### config.mk
export PLATFORM = sky130hd
export DESIGN_NAME = reg_file_mp
export DESIGN_NICKNAME = d
export VERILOG_FILES = /design/src/rtl/reg_file_mp.sv
export SDC_FILE = /design/constraint.sdc
export NUM_CORES = 1
export LEC_CHECK = 0
export CAP_MARGIN = 40
export CORE_MARGIN = 2
export CORE_UTILIZATION = 40
export CTS_CLUSTER_DIAMETER = 200
export DETAILED_ROUTE_END_ITERATION = 12
export GPL_ROUTABILITY_DRIVEN = 0
export SYNTH_ARGS = -nofsm -noshare
export SYNTH_HDL_FRONTEND = slang
export SYNTH_SLANG_ARGS = --single-unit
### constraint.sdc
create_clock -name Clock -period 4.3 [get_ports Clock]
set_input_delay 0.43 -clock Clock [delete_from_list [all_inputs] [get_ports Clock]]
set_output_delay 0.43 -clock Clock [all_outputs]
set_load 0.005 [all_outputs]
### src/rtl/reg_file_mp.sv
// ---------------------------------------------------------------------------
// reg_file_mp
// Multi-read-port general register file for the 24-bit CPU datapath.
//   - NUM_READ combinational read ports, one synchronous write port
//   - register 0 hardwired to zero, optional same-cycle write forwarding
//   - 2*DATA_WIDTH multiply result register (MULREG) read out as HI/LO
//   - sequential bulk-clear engine (one register per cycle, Busy while active)
//
// Ports
//   Clock      in   rising-edge clock
//   ResetN     in   asynchronous active-low reset
//   ReadAddr   in   packed read addresses, port k = [k*AW +: AW]
//   ReadData   out  packed read data,      port k = [k*DW +: DW]
//   WriteAddr  in   write index
//   WriteData  in   write data
//   RegWrite   in   write enable (ignored while clearing)
//   MulWrite   in   load MULREG from MulData (accepted in any state)
//   MulData    in   multiplier product
//   MulHi      out  MULREG upper half
//   MulLo      out  MULREG lower half
//   ClearReq   in   start a bulk clear (ignored while clearing)
//   Busy       out  clear engine active
// ---------------------------------------------------------------------------
module reg_file_mp #(
    parameter int DATA_WIDTH = 24,
    parameter int ADDR_WIDTH = 4,
    parameter int NUM_READ   = 2,
    parameter int BYPASS     = 1
) (
    input  logic                             Clock,
    input  logic                             ResetN,
    input  logic [NUM_READ*ADDR_WIDTH-1:0]   ReadAddr,
    output logic [NUM_READ*DATA_WIDTH-1:0]   ReadData,
    input  logic [ADDR_WIDTH-1:0]            WriteAddr,
    input  logic [DATA_WIDTH-1:0]            WriteData,
    input  logic                             RegWrite,
    input  logic                             MulWrite,
    input  logic [2*DATA_WIDTH-1:0]          MulData,
    output logic [DATA_WIDTH-1:0]            MulHi,
    output logic [DATA_WIDTH-1:0]            MulLo,
    input  logic                             ClearReq,
    output logic                             Busy
);

    localparam int DEPTH = 2 ** ADDR_WIDTH;
    localparam bit BYP_ON = (BYPASS != 0);

    localparam logic [ADDR_WIDTH-1:0] IDX_ZERO = {ADDR_WIDTH{1'b0}};
    localparam logic [ADDR_WIDTH-1:0] IDX_ONE  = ADDR_WIDTH'(1);
    localparam logic [ADDR_WIDTH-1:0] IDX_LAST = {ADDR_WIDTH{1'b1}};
    localparam logic [DATA_WIDTH-1:0] DATA_ZERO = {DATA_WIDTH{1'b0}};

    typedef enum logic [0:0] {
        ST_IDLE  = 1'b0,
        ST_CLEAR = 1'b1
    } state_e;

    state_e                   state_q, state_d;
    logic [ADDR_WIDTH-1:0]    clr_idx_q, clr_idx_d;
    logic                     busy_q, busy_d;
    logic [DATA_WIDTH-1:0]    regs_q [DEPTH];
    logic [2*DATA_WIDTH-1:0]  mul_q;

    logic                     wr_en_s;
    logic                     clr_en_s;
    logic                     byp_en_s;

    // Writes to index 0 are dropped so the zero register never leaves reset value.
    assign wr_en_s  = RegWrite && (state_q == ST_IDLE) && (WriteAddr != IDX_ZERO);
    assign clr_en_s = (state_q == ST_CLEAR);
    // Forwarding is gated by ResetN so every read port shows 0 while reset is held.
    assign byp_en_s = BYP_ON && ResetN && RegWrite && (state_q == ST_IDLE);

    // Clear-engine next-state logic.
    always_comb begin
        state_d   = state_q;
        clr_idx_d = clr_idx_q;
        busy_d    = busy_q;
        case (state_q)
            ST_IDLE: begin
                if (ClearReq) begin
                    state_d   = ST_CLEAR;
                    clr_idx_d = IDX_ZERO;
                    busy_d    = 1'b1;
                end else begin
                    busy_d    = 1'b0;
                end
            end
            ST_CLEAR: begin
                // Index wraps to zero on the last step, ready for the next clear.
                clr_idx_d = clr_idx_q + IDX_ONE;
                if (clr_idx_q == IDX_LAST) begin
                    state_d = ST_IDLE;
                    busy_d  = 1'b0;
                end else begin
                    busy_d  = 1'b1;
                end
            end
            default: begin
                state_d   = ST_IDLE;
                clr_idx_d = IDX_ZERO;
                busy_d    = 1'b0;
            end
        endcase
    end

    // Clear-engine state, index and Busy registers.
    always_ff @(posedge Clock or negedge ResetN) begin
        if (!ResetN) begin
            state_q   <= ST_IDLE;
            clr_idx_q <= IDX_ZERO;
            busy_q    <= 1'b0;
        end else begin
            state_q   <= state_d;
            clr_idx_q <= clr_idx_d;
            busy_q    <= busy_d;
        end
    end

    // Register array: clear step has priority over the (already gated) write.
    always_ff @(posedge Clock or negedge ResetN) begin
        if (!ResetN) begin
            for (int i = 0; i < DEPTH; i++) begin
                regs_q[i] <= DATA_ZERO;
            end
        end else begin
            for (int i = 1; i < DEPTH; i++) begin
                if (clr_en_s && (clr_idx_q == ADDR_WIDTH'(i))) begin
                    regs_q[i] <= DATA_ZERO;
                end else if (wr_en_s && (WriteAddr == ADDR_WIDTH'(i))) begin
                    regs_q[i] <= WriteData;
                end else begin
                    regs_q[i] <= regs_q[i];
                end
            end
        end
    end

    // Multiply result register, independent of the clear engine.
    always_ff @(posedge Clock or negedge ResetN) begin
        if (!ResetN) begin
            mul_q <= {(2*DATA_WIDTH){1'b0}};
        end else if (MulWrite) begin
            mul_q <= MulData;
        end else begin
            mul_q <= mul_q;
        end
    end

    for (genvar k = 0; k < NUM_READ; k++) begin : g_rd
        logic [ADDR_WIDTH-1:0] addr_s;
        logic [DATA_WIDTH-1:0] data_s;

        assign addr_s = ReadAddr[k*ADDR_WIDTH +: ADDR_WIDTH];

        // Read port mux: zero register, then forwarded write data, then array.
        always_comb begin
            data_s = DATA_ZERO;
            if (addr_s == IDX_ZERO) begin
                data_s = DATA_ZERO;
            end else if (byp_en_s && (WriteAddr == addr_s)) begin
                data_s = WriteData;
            end else begin
                data_s = regs_q[addr_s];
            end
        end

        assign ReadData[k*DATA_WIDTH +: DATA_WIDTH] = data_s;
    end

    assign MulHi = mul_q[2*DATA_WIDTH-1:DATA_WIDTH];
    assign MulLo = mul_q[DATA_WIDTH-1:0];
    assign Busy  = busy_q;

endmodule

==> results.json <==
{
  "drtIter0Drc": 1914,
  "maxSlewHeadroom_pct": 29.4,
  "ctsResizeCount": 0,
  "fp.coreArea_sq_um": 54900,
  "cts_tree": "built",
  "overflow": 0,
  "wire_per_inst_um": 31.4,
  "cp.required_ns": 3.87,
  "max_cap_violations": 0,
  "routed-wl-met2_um": 36400,
  "dp_hpwl_um": 47500,
  "dieArea_sq_um": 57100,
  "maxUsedRoutingLayer": "met5",
  "yosys.area.top_type": "dfrtp_1",
  "drcViolationCount": 0,
  "fin_crit_ns": 3.78,
  "cts_setup_buffers": 0,
  "peakVddDrop_mv": 0.266,
  "dpl-instance-area_sq_um": 25100,
  "drt-total-wl_um": 78900,
  "rr_startpoint": "clr_idx_q[3]$_DFFE_PN0P_",
  "hold_violations": 0,
  "std_cell_rows": 86,
  "final_common_cell": "dfrtp_1",
  "synth_nets": 1737,
  "critical_path.slowest_cell": "clkdlybuf4s50_1",
  "layout_common_cells": "412 x dfrtp_1, 360 x a22o_1, 175 x clkdlybuf4s50_1, 140 x mux4_2, 118 x mux2_2",
  "async_flop_share_pct": 100,
  "final_cell_area_sq_um": 26900,
  "synthDistinctLibCells": 49,
  "htree_levels": 2,
  "numClockSinks": 413,
  "worstSkewPairLatency_ns": 0.61,
  "cts-root-buf": "clkbuf_16",
  "grt_pass1_wl_um": 117000,
  "ys_seq_elements": 413,
  "finalSetupTns_ns": 0,
  "critPathLaunch": "WriteAddr[2]",
  "crit_type": "input pin to output pin",
  "area_growth_pct": 21.8,
  "fmax_mhz": 264,
  "netlist_area_sq_um": 22100,
  "synth_top_area_share_pct": 46.8,
  "cp_common_cell": "clkdlybuf4s50_1",
  "wl_met1_um": 32300,
  "clock_skew_ns": 0.0168,
  "synth_enable_flop_cells": 0,
  "ys_warn_count": 24,
  "arrival_ns": 3.35,
  "ys.flop_type": "dfrtp_1",
  "cp-start-kind": "input pin",
  "vias_per_cell": 6.77,
  "r2r_cells": 4,
  "drtAntennaViolNets": 0,
  "vias": 17000,
  "rsz0062_at_grt": "no",
  "critical_path.max_stage_delay_ns": 0.83,
  "p_leak_uw": 0.0114,
  "initial_core_util_pct": 40.2,
  "drt-pass1-iter-count": 6,
  "cts_made_buffers": 48,
  "avgSynthCellArea_sq_um": 13.4,
  "finalCritPeriodShare_pct": 87.9,
  "chipHeight_um": 239,
  "drive_gt1_share_pct": 28.0,
  "setup_viol": 0,
  "dieWidth_um": 239,
  "num-nets-final": 1859,
  "track_usage_pct": 27.7,
  "clock_path_buffers": 3,
  "p_per_area_nw_per_um2": 483,
  "ff2ff_setup_slack_ns": 2.12,
  "hp-class": "input pin to asynchronous set/reset pin",
  "rr_endpoint": "regs_q[139]$_DFFE_PN0P_",
  "antenna_found_initial": 3,
  "cp_cell_sequence": "clkdlybuf4s50_1 > xor2_1 > nor4_4 > buf_4 > a22oi_1 > a211oi_1 > clkdlybuf4s50_1",
  "crit_fanout": 11,
  "hold_buffers": 1,
  "clk_pin_slew_ns": 0.05,
  "portBuffers": 185,
  "boundaryPins": 186,
  "slew_violations": 0,
  "end_kind": "output pin",
  "route.met3.wl_um": 7720,
  "ys_top_cells_by_area": "dfrtp_1 47%, a22o_1 14%, mux4_2 14%",
  "run_status": "finished clean",
  "tightest_slew_ns": 1.06,
  "hold_slack_ns": 0.256,
  "ys_seq_area_share_pct": 46.8,
  "grt_pass1_vias": 17100,
  "grt_max_degree": 173,
  "syn_inst": 1644
}
registers in the layout, summed over array words and instances (netlist names):
register	flops
Busy	1
clr_idx_q	4
mul_q	48
regs_q	360
how the worst max path moves through the flow:
stage                         to  slack (ns)  cells after the start
global route        ReadData[44]        0.42                      7
floorplan           ReadData[32]        1.99                      6
detailed placement  ReadData[44]        0.51                      7
CTS                 ReadData[44]        0.51                      7
global placement    ReadData[44]        0.61                      7
finish              ReadData[44]        0.52                      7
stage by stage:
step / utilization, % / total power, uW / worst slack [ns] / std cells
after detailed placement: 45.8 / 8420 / 0.512 / 2419
final: 49.0 / 13000 / 0.519 / 2509
after CTS: 49.0 / 13000 / 0.510 / 2508
after floorplan: - / 6840 / 1.99 / 1644
after global routing: 49.0 / 13400 / 0.418 / 2509
after global placement: 45.4 / 8270 / 0.606 / 2412
cell type report:
| type | count | area, sq um |
|---|---|---|
| fillers | 4682 | 28000 |
| clock buffers | 65 | 1380 |
| well taps | 704 | 881 |
| repair buffers | 279 | 2810 |
| diodes | 1 | 2.50 |
| multi-input cells | 998 | 11000 |
| inverters | 26 | 97.6 |
| flip-flops and latches | 413 | 10300 |
| clock inverters | 23 | 377 |
per-layer routing:
layer  vias up  GRT usage (%)
met4         4           9.70
met5         -              0
met3       187           5.96
met2      1006           42.1
li1       6800              -
met1      8995           39.2
worst max-delay path, delay by kind of cell:
kind	cells	cell delay, ns
compound gates	2	0.54
xor+xnor	1	0.21
buf+inv	3	1.75
simple gates	1	0.42
kinds of logic after synthesis:
| kind of cell | count (synthesis) | share of synthesized area [%] |
|---|---|---|
| fa+ha+maj | 4 | 0.227 |
| flops | 413 | 46.8 |
| buf+inv | 233 | 4.84 |
| compound gates | 501 | 19.4 |
| simple gates | 124 | 3.18 |
| xor+xnor | 10 | 0.397 |
| mux | 359 | 25.2 |
power breakdown:
group | switching, uW | leakage (uW) | total, uW | internal, uW
clock network | 1760 | 0.000866 | 4550 | 2790
logic | 1730 | 0.00493 | 3350 | 1620
registers | 540 | 0.00562 | 5070 | 4530
synth_stat cells, drive strengths merged (4+ instances only):
cell type	number
a211oi	24
a22oi	23
nand2b	6
a211o	23
xor2	8
inv	26
a31oi	16
dfrtp	413
o21ai	26
buf	105
nand2	32
clkbuf	102
nor3	29
nor4	7
mux2	119
ha	4
nand3	24
a221oi	24
mux2i	96
mux4	144
nor2	12
a22o	360
nor2b	4
(Power assumes the default switching activity.)
